$ cat src/rtl/mips_int_ctrl.sv
// mips_int_ctrl
//   Interrupt controller feeding the 5-bit INT input of the MIPS core.
//   Asynchronous peripheral request lines are synchronized, rising edges are
//   latched as pending, a software mask and fixed lowest-index-wins priority
//   pick one source, and that source is presented one-hot on INT until the
//   core acknowledges it (int_ack) and later retires it (int_done).
//
// Ports
//   clk       system clock, rising edge
//   rst       synchronous active-low reset (0 = reset)
//   irq_src   asynchronous peripheral request lines, rising edge = request
//   mask_we   load mask register from mask_wd on this edge
//   mask_wd   mask write data (1 = source enabled)
//   mask_rd   current mask register
//   pend_rd   current pending register
//   int_ack   one-cycle pulse: core took the exception
//   int_done  one-cycle pulse: core executed ERET
//   INT       one-hot registered request to the core
//   irq_id    index of the granted source, meaningful while busy is high
//   busy      high while a grant is being presented or serviced

module mips_int_ctrl #(
  parameter int               N_SRC       = 5,
  parameter int               SYNC_STAGES = 2,
  parameter logic [N_SRC-1:0] MASK_RST    = 5'b11111
) (
  input  logic             clk,
  input  logic             rst,
  input  logic [N_SRC-1:0] irq_src,
  input  logic             mask_we,
  input  logic [N_SRC-1:0] mask_wd,
  output logic [N_SRC-1:0] mask_rd,
  output logic [N_SRC-1:0] pend_rd,
  input  logic             int_ack,
  input  logic             int_done,
  output logic [N_SRC-1:0] INT,
  output logic [2:0]       irq_id,
  output logic             busy
);

  typedef enum logic [1:0] {
    IDLE,
    ASSERT,
    SERVICE
  } state_t;

  state_t           state_q, state_n;
  logic [N_SRC-1:0] sync_q [SYNC_STAGES];
  logic [N_SRC-1:0] sync_dly_q;
  logic [N_SRC-1:0] rise;
  logic [N_SRC-1:0] pend_q, pend_n, pend_clr;
  logic [N_SRC-1:0] mask_q, mask_n;
  logic [N_SRC-1:0] int_q, int_n;
  logic [N_SRC-1:0] eligible;
  logic [2:0]       id_q, id_n, winner;

  // Synchronizer chain plus one extra delay stage for edge detection.
  // Everything clears to zero on reset, so a line already high when reset
  // is released is seen as a single fresh rising edge.
  always_ff @(posedge clk) begin
    if (!rst) begin
      for (int k = 0; k < SYNC_STAGES; k++) begin
        sync_q[k] <= '0;
      end
      sync_dly_q <= '0;
    end else begin
      sync_q[0] <= irq_src;
      for (int k = 1; k < SYNC_STAGES; k++) begin
        sync_q[k] <= sync_q[k-1];
      end
      sync_dly_q <= sync_q[SYNC_STAGES-1];
    end
  end

  assign rise     = sync_q[SYNC_STAGES-1] & ~sync_dly_q;
  assign mask_n   = mask_we ? mask_wd : mask_q;
  assign eligible = pend_q & mask_q;

  // Fixed priority: scanning from the top down leaves the lowest set index.
  always_comb begin
    winner = '0;
    for (int i = N_SRC - 1; i >= 0; i--) begin
      if (eligible[i]) begin
        winner = 3'(i);
      end
    end
  end

  // Grant FSM next-state logic. The mask check in ASSERT looks at the mask
  // value being written this cycle, so a same-cycle mask write withdraws the
  // grant immediately. A grant, once made, is never preempted by a
  // higher-priority arrival.
  always_comb begin
    state_n  = state_q;
    int_n    = int_q;
    id_n     = id_q;
    pend_clr = '0;
    case (state_q)
      IDLE: begin
        if (eligible != '0) begin
          state_n = ASSERT;
          id_n    = winner;
          int_n   = {{(N_SRC-1){1'b0}}, 1'b1} << winner;
        end
      end
      ASSERT: begin
        if (int_ack) begin
          pend_clr[id_q] = 1'b1;
          int_n          = '0;
          state_n        = SERVICE;
        end else if (!mask_n[id_q]) begin
          int_n   = '0;
          state_n = IDLE;
        end
      end
      SERVICE: begin
        if (int_done) begin
          state_n = IDLE;
        end
      end
      default: begin
        int_n   = '0;
        state_n = IDLE;
      end
    endcase
  end

  // New rising edges are OR-ed in after the acknowledge clear, so an edge
  // arriving on the very bit being acknowledged survives as a new request.
  assign pend_n = (pend_q & ~pend_clr) | rise;

  // Register bank: state, pending, mask, INT and granted index.
  always_ff @(posedge clk) begin
    if (!rst) begin
      state_q <= IDLE;
      pend_q  <= '0;
      mask_q  <= MASK_RST;
      int_q   <= '0;
      id_q    <= '0;
    end else begin
      state_q <= state_n;
      pend_q  <= pend_n;
      mask_q  <= mask_n;
      int_q   <= int_n;
      id_q    <= id_n;
    end
  end

  assign mask_rd = mask_q;
  assign pend_rd = pend_q;
  assign INT     = int_q;
  assign irq_id  = id_q;
  assign busy    = (state_q != IDLE);

endmodule
$ cat config.mk
export PLATFORM = sky130hd
export DESIGN_NAME = mips_int_ctrl
export DESIGN_NICKNAME = d
export VERILOG_FILES = /design/src/rtl/mips_int_ctrl.sv
export SDC_FILE = /design/constraint.sdc
export NUM_CORES = 1
export LEC_CHECK = 0
export BUFFER_PORTS_ARGS = -buffer_cell sky130_fd_sc_hd__buf_4
export CORE_MARGIN = 2
export CORE_UTILIZATION = 46
export CTS_CLUSTER_SIZE = 10
export DETAILED_ROUTE_END_ITERATION = 7
export GPL_TIMING_DRIVEN = 0
export HOLD_SLACK_MARGIN = 0.08
export PLACE_DENSITY = 0.73
export SETUP_SLACK_MARGIN = 0.1
export SYNTH_ARGS = -nofsm -noshare
export SYNTH_HDL_FRONTEND = slang
export SYNTH_SLANG_ARGS = --single-unit
$ cat constraint.sdc
create_clock -name clk -period 1.45 [get_ports clk]
set_input_delay 0.2175 -clock clk [delete_from_list [all_inputs] [get_ports clk]]
set_output_delay 0.2175 -clock clk [all_outputs]
set_load 0.03 [all_outputs]
# Word-level counts from Yosys, hierarchy flattened
# Memory sizes are Yosys's and may differ from the RTL's.
# Index checks and enable logic that the tools add are counted.
# word_totals
inputBits	15
out_inout_bits	19
wordCells	56
ram_bits	10
n_memories	1
reg_bits	25
# classes
magnitude_cmp	2
eq_ne	5
reduce_logical	7
shifts	1
bitwise	9
mux	25
# mem_list
memory	depth	word_bits	read_ports	rd_ports_with_merged_regs	write_ports	line_no	text
sync_q	2	5	2	0	2	48	logic [N_SRC-1:0] sync_q [SYNC_STAGES];
# ops
cell	count
2-to-1 mux 5 bit	8
AND 5 bit	3
2-to-1 mux 3 bit	5
case mux 5 bit (3 select lines)	1
NOT 5 bit	2
2-to-1 mux 2 bit	4
case mux 2 bit (3 select lines)	1
AND reduction 3 bit	2
bitwise OR 5 bit	1
nonzero test 5 bit	1
<< shifter 1 x 3 -> 5 bit, first input constant	1
less-than comparator 3 x 4 -> 1 bit, second input constant	1
2-to-1 mux 1 bit	4
!= test 2 bit, second input constant	2
binary-select mux 1 bit (select 3 bit)	1
demux 1 bit (select 3 bit)	1
greater-or-equal comparator 3 x 1 -> 1 bit, second input constant	1
!= test 3 bit, second input constant	1
== test 2 x 1 -> 1 bit, second input constant	1
== test 2 bit, second input constant	1
zero test 2 bit	1
bitwise OR 1 bit	2
AND reduction 2 bit	1
nonzero test 2 bit	1
other kinds (2)	2

# Longest topological paths before layout
# Gate-level depths: netlist of run 1.
# depth
word_depth	9
ltp_mapped	5
depth_no_buf	5

# Least setup slack after synthesis of run 1
# No wires, ideal clock.
# synth_timing
path_type	reg-to-reg
startpoint	register id_q[2] (netlist: irq_id[2])
endpoint	register int_q[0] (netlist: INT[0])
path_buffers	0
path_slack_ps	-138
path_stages_with_launch	5
period_less_slack_ps	1588
required_time_ps	1378
t_arrival_ps	1517
setup_time_ps	72
cell_sequence	dfxtp_1 mux4_2 a32oi_1 o211a_4 mux2i_1
# synth_between
elab_chain_len	4
# synth_lines
item	line_no	text
start, declared	55	logic [2:0] id_q, id_n, winner;
start signal, assigned	145	id_q <= id_n;
binary-select mux 1 bit (select 3 bit)	111	end else if (!mask_n[id_q]) begin
2-to-1 mux 1 bit (implied by the code)	111	
!= test 3 bit (no line)	n/a	
AND reduction 3 bit (no line)	n/a	
end signal, assigned	144	int_q <= int_n;
end, declared	53	logic [N_SRC-1:0] int_q, int_n;
# No other way between the ends. The select of a mux whose other input is x is not followed.
# A chain may end at the register's enable or synchronous reset.

# Final worst setup path of run 1
# layout_timing
startpoint	register mask_q[0] (netlist: mask_rd[0])
endpoint	register int_q[0] (netlist: INT[0])
# layout_between
elab_chain_len	5
elab_cells_between_ends	12
classes_between	eq/ne (2); shift (1); mux (6); bitwise (1); reduce/logical (2)
# layout_lines
item	line_no	text
start, declared	52	logic [N_SRC-1:0] mask_q, mask_n;
start signal, assigned	143	mask_q <= mask_n;
2-to-1 mux 5 bit / AND 5 bit (equally long branches)	76, 77	
binary-select mux 1 bit (select 3 bit) / 2-to-1 mux 3 bit (equally long branches)	111, 83	
2-to-1 mux 1 bit (implied by the code) / << shifter 1 x 3 -> 5 bit (equally long branches)	111, 103	
!= test 3 bit (no line) / 2-to-1 mux 5 bit (equally long branches)	n/a	
AND reduction 3 bit (no line) / case mux 5 bit (3 select lines) (equally long branches)	n/a	
# Parallel ways exist; a longest one is shown, timed or not. The select of a mux whose other input is x is not followed.

==> results of run 1 <==
[registers in the layout (all words and copies together) (netlist names)]
name	cells
INT	5
sync_dly_q	5
state_q	2
sync_q	10
irq_id	3
pend_rd	5
mask_rd	5
[logic make-up (layout without fill, tap and decap cells)]
logic type	Yosys count	in the layout	share of synthesized area [%]
AOI/OAI and AO/OA	28	28	13.3
buffers and inverters	9	64	2.92
DFF	35	35	49.6
muxes	8	8	7.53
and+or+nand+nor	72	72	26.7
[cell usage in the layout, fill, tap and decap left out, drive strengths merged, types with 3 or more instances in the layout]
cell type    count
buf             42
dfxtp           35
nand2           25
and2            16
a21oi            9
clkbuf           9
nor2b            8
nor2             8
dlygate4sd3      6
o21ai            6
mux2i            5
inv              5
nand4            4
nor3b            3
a22oi            3
nand3            3
[worst max-delay path, delay by kind of cell (launching register included)]
family | cells | cell delay (ns)
compound gates | 2 | 0.42
flops | 1 | 0.37
mux | 2 | 0.65
[power by group]
group	switching (mW)	internal [mW]	total (mW)	leakage (nW)
clock	0.357	0.196	0.552	0.0321
sequential	0.0529	1.02	1.07	0.289
combinational	0.272	0.255	0.527	0.507
total	0.682	1.47	2.15	0.828
[synthesized netlist by cell type]
cell type	count
a21bo_2	1
nor4bb_1	1
nand2b_1	2
o21bai_1	1
o21ai_1	2
dfxtp_1	35
o21ai_0	4
nor2_1	8
inv_1	2
or2_2	1
o211a_4	1
o32ai_1	1
mux4_2	2
nor3b_1	3
clkinv_1	1
a32oi_1	1
a21oi_1	9
o2111ai_1	1
buf_6	1
a221o_1	1
nand3_1	3
mux2_2	1
nor2b_1	8
nand2_1	25
o22ai_1	1
inv_2	1
or4_4	1
a22oi_1	3
clkbuf_1	4
and2_1	16
a31oi_1	2
mux2i_1	5
nand4_1	4
[repair_timing]
item	4_1_cts	5_1_grt
setup endpoints to repair	13	13
gates resized for setup	4	16
cloned	0	0
endpoints found under the hold margin	6	0
setup buffers	3	7
pin swaps	3	6
hold buffers	6	0
[layer usage]
layer	part of all wire (%)	vias up	GRT usage (%)	wire, um
met1	42	612	24.0	1420
li1	-	638	-	-
met5	0	-	0	0
met2	49	51	33.6	1670
met3	6.5	12	8.30	223
met4	2.7	0	9.74	93
[final cells by class]
| cell class | instances | share of cell area (%) |
|---|---|---|
| Sequential cell | 35 | 36.4 |
| Buffer | 5 | 1.58 |
| Tap cell | 33 | 2.08 |
| Multi-Input combinational cell | 108 | 36.9 |
| Clock inverter | 3 | 1.14 |
| Timing Repair Buffer | 47 | 19.3 |
| Clock buffer | 5 | 1.89 |
| Inverter | 4 | 0.758 |
[how the worst max path moves through the flow]
stage	from	end	slack (ns)
after floorplan	mask_rd[4]	INT[0]	-0.01
after global placement	mask_we	INT[0]	-0.06
after detailed placement	mask_we	INT[0]	-0.10
after CTS	state_q[1]	busy	-0.06
after global routing	mask_rd[0]	INT[0]	-0.11
final	mask_rd[0]	INT[0]	-0.05
==> results by group, run 1 <==
STA
  – Worst Tran Pin Value: 0.458 ns
  – Worst hold slack: 0.0927 ns
  – Slew Limit Fails: 0
  – Final clock skew: 0.00969 ns
  – Final worst slack: -0.0458 ns
  – Setup violators final: 2
  – Final min period: 1.50 ns
  – Slew HR: 69.4%
  – RSZ-0062 raised after global routing: true
  – TNS Setup: -0.0565 ns
  – Tcrit/Tclk final: 103%
  – Hold Fails Final Rpt: 0
  – Fmax: 669 MHz

Place
  – Placed inst area: 1710 um2
  – Post-place setup slack: -0.101 ns
  – Final HPWL DP: 2240 um
  – Placer Congestion: 0.864
  – Port Buffers: 31
  – Placed insts: 216

Layout
  – Final Cell Area: 1980 um2
  – Multi-input logic area: 731 um2
  – Area grow syn2layout: 40.3%
  – N_diodes: 0
  – Nets@finish: 221
  – Final Non-Filler Cells: 240
  – Fin util: 66.6%
  – Layout cells sized above 1: 37.7%
  – FILL cells: 223
  – Seq. cell area: 721 um2

Clocking
  – CTS sink count: 35
  – CTS tree: done
  – H-tree depth: 2
  – Clock latency on the worst-skew pair: 0.35 ns
  – Clock transition at path regs: 0.12 ns
  – CTS max path bufs: 2
  – Root Buffer: clkbuf_4
  – CTS buffer count: 5

Global routing
  – Initial antenna violation count: 0
  – Vias in the first global route: 1,164
  – Remaining global-route overflow: 0
  – First-pass GRT wire length: 5250 um
  – Pin count of the biggest net entering global routing: 14
  – GRT Total Usage: 20.8%

Setup path
  – Worst r2r src: mask_rd[0]
  – Worst Setup End Kind: flop
  – CP Launch Type: flop
  – Critical Path AT: 1.78 ns
  – Worst EP required: 1.73 ns
  – Cell chain of the critical path: mux4_2, a32oi_2, o211a_4, mux2i_1
  – Worst r2r dst: INT[0]
  – CP max stage cell: mux4_2
  – Delay of the slowest cell on the worst path: 0.48 ns
  – R2R cell count: 4
  – WS Path Type: flop to flop
  – R2R Setup Slk: -0.05 ns
  – Worst Path Max Fanout: 5

Drt
  – WL final: 3410 um
  – Vias per Instance: 5.47
  – ANT nets after route: 0
  – Drt first-iter violations: 25
  – Routed len/inst: 14.2 um
  – Routed vias: 1,313
  – DRT Pass-1 Iters: 4
  – DRC Markers: 0

Die
  – Starting Density: 47.4%
  – Die H: 59.4 um
  – IO Count: 34
  – Die X-Extent: 59.4 um
  – Core ar.: 2980 um2
  – DIE AREA: 3530 um2
  – Floorplan row count: 20

Worst hold path
  – Worst Hold Class: primary input to flop
  – Worst Hold End: mask_rd[4]
  – HP Start: mask_wd[4]
  – Hold Path Depth: 3

Yosys
  – FF+latch count, synth: 35
  – Synthesized Nets: 167
  – Cell area after synthesis: 1410 um2
  – Sequential share of the synthesized area: 49.6%
  – Cells after Synth: 152
  – Synth area leader: dfxtp_1
  – Synth area leaders: dfxtp_1 50%, and2_1 7.1%, nand2_1 6.6%
  – Synth cell types: 33
  – Synth warn: 0
  – Post-synth top area share: 49.6%
  – Mean Syn Cell Area: 9.29 um2

Outcome
  – Failing checks: negative setup slack
  – Status: finished, violations left

Power
  – Design Power: 2.15 mW
  – Power Dens Cells: 1080 nW/um2
  – VDD IR max: 0.000870 V
  – Lkg Pwr: 0.828 nW

Job
  – Max_cap viols: 0
Note: power is estimated with default switching activity, not from simulation.
==> inputs of run 2 (changes only) <==
- CORE_UTILIZATION: 46 -> 51
- PLACE_DENSITY: 0.73 -> 0.77
- clock period: 1.45 -> 1.7 ns (I/O delays scaled with it)
==> results by group, run 2 (synthesized netlist as in run 1, its figures left out) <==
Outcome
  – Status: complete, no violations

Clocking
  – Root Buffer: clkbuf_4
  – Clock latency on the worst-skew pair: 0.35 ns
  – CTS sink count: 35
  – CTS buffer count: 5
  – CTS tree: done
  – H-tree depth: 2
  – Clock transition at path regs: 0.11 ns
  – CTS max path bufs: 2
  – Setup Buffers After CTS: 0

Global routing
  – Vias in the first global route: 1,087
  – GRT Total Usage: 21.0%
  – Pin count of the biggest net entering global routing: 12
  – Remaining global-route overflow: 0
  – Initial antenna violation count: 0
  – First-pass GRT wire length: 5080 um

Place
  – Final HPWL DP: 2190 um
  – Port Buffers: 31
  – Placed inst area: 1680 um2
  – Placer Congestion: 0.883

Setup path
  – Critical Path AT: 1.80 ns
  – Cell chain of the critical path: inv_2, or4_4, o211a_4, o21ai_1
  – Worst r2r src: state_q[0]
  – Worst r2r dst: INT[2]
  – Delay of the slowest cell on the worst path: 0.53 ns
  – Worst Path Max Fanout: 7
  – Worst Path Buf+Inv: 1
  – CP delay by family, top: simple AND/OR/NAND/NOR gates
  – R2R cell count: 4
  – Worst EP required: 1.98 ns
  – Worst Setup End Kind: flop
  – R2R Setup Slk: 0.18 ns
  – WS Path Type: flop to flop
  – CP max stage cell: or4_4
  – CP Launch Type: flop

Worst hold path
  – Hold Path Depth: 2
  – HP Start: irq_src[2]
  – Worst Hold Class: primary input to flop
  – Worst Hold End: sync_q[0][2]

Drt
  – Vias per Instance: 5.48
  – DRC Markers: 0
  – DRT Pass-1 Iters: 4
  – ANT nets after route: 0
  – Routed len/inst: 13.6 um
  – WL final: 3030 um
  – Drt first-iter violations: 38
  – Routed vias: 1,216

Layout
  – Layout cells sized above 1: 28.8%
  – Biggest register: sync_q
  – Max reg flops: 10
  – Nets@finish: 205
  – FILL cells: 230
  – Final Cell Area: 1770 um2
  – Area grow syn2layout: 25.0%
  – Commonest cells after routing, fill and taps aside: 31 x dfxtp_1, 31 x buf_4, 25 x nand2_1
  – N_diodes: 0

STA
  – Setup violators final: 0
  – Final min period: 1.52 ns
  – Slew HR: 63.5%
  – Tcrit/Tclk final: 89.4%
  – Slew Limit Fails: 0
  – RSZ-0062 raised after global routing: false
  – Worst Tran Pin Value: 0.548 ns
  – Fmax: 658 MHz
  – Final clock skew: 0.00778 ns
  – Hold Fails Final Rpt: 0
  – TNS Setup: 0 ns

Die
  – DIE AREA: 3210 um2
  – Floorplan row count: 19
  – Starting Density: 52.6%
  – IO Count: 34
  – Die X-Extent: 56.6 um
  – Core ar.: 2690 um2
  – Die H: 56.6 um

Power
  – Lkg Pwr: 0.741 nW
  – Design Power: 1.72 mW
  – VDD IR max: 0.000836 V
  – Power Dens Cells: 973 nW/um2

Job
  – Max_cap viols: 0
run 2: cell types whose count changed in the layout (fill, tap and decap cells not counted), moves of 3 or more:
| cell | delta |
|---|---|
| dfxtp_1 | +4 |
| dlygate4sd3_1 | -6 |
| buf_6 | -3 |
| buf_4 | -6 |
| a22oi_1 | +3 |
| a22oi_2 | -3 |
| dfxtp_4 | -4 |
run 2: where the power goes:
part,switching [mW],total (mW),internal (mW)
sequential,0.0436,0.913,0.869
clock,0.281,0.441,0.159
combinational,0.203,0.364,0.161
total,0.528,1.72,1.19
run 2: final cells by class:
cell class	instances	area, um2	area share [%]
Buffer	5	27.5	1.56
Clock buffer	6	41.3	2.34
Clock inverter	2	12.5	0.709
Inverter	4	15.0	0.850
Multi-Input combinational cell	108	692	39.2
Sequential cell	35	706	40.0
Tap cell	31	38.8	2.20
Timing Repair Buffer	31	233	13.2
run 2: through the flow:
stage	instances	hold WS (ns)	worst slack, ns	util, %
3_5_place_dp	214	0.425	0.0883	62.7
4_1_cts	222	0.109	0.130	64.8
2_1_floorplan	152	0.382	0.112	-
6_report	222	0.109	0.180	65.7
3_3_place_gp	214	0.417	0.118	62.7
5_1_grt	222	0.101	0.108	65.7
run 2: repair_timing:
action,4_1_cts,5_1_grt
endpoints found under the hold margin,0,0
pin swaps,0,0
gates cloned,0,0
resized for setup,1,9
hold buffers,0,0
setup endpoints to repair,1,10
run 2: worst max-delay path by stage:
stage / start / endpoint / slack (ns) / cells past startpoint
final: state_q[0] / INT[2] / 0.18 / 4
after global routing: pend_rd[1] / INT[4] / 0.11 / 4
after CTS: state_q[0] / INT[0] / 0.13 / 4
after detailed placement: mask_we / INT[0] / 0.09 / 5
after global placement: mask_we / INT[0] / 0.12 / 5
after floorplan: irq_id[2] / INT[0] / 0.11 / 4
run 2: metal layers:
metal | GRT usage, % | vias up | wire length (um)
li1 | - | 602 | -
met4 | 7.14 | 0 | 42
met2 | 33.6 | 38 | 1550
met3 | 7.37 | 5 | 169
met1 | 26.4 | 571 | 1260
met5 | 0 | - | 0
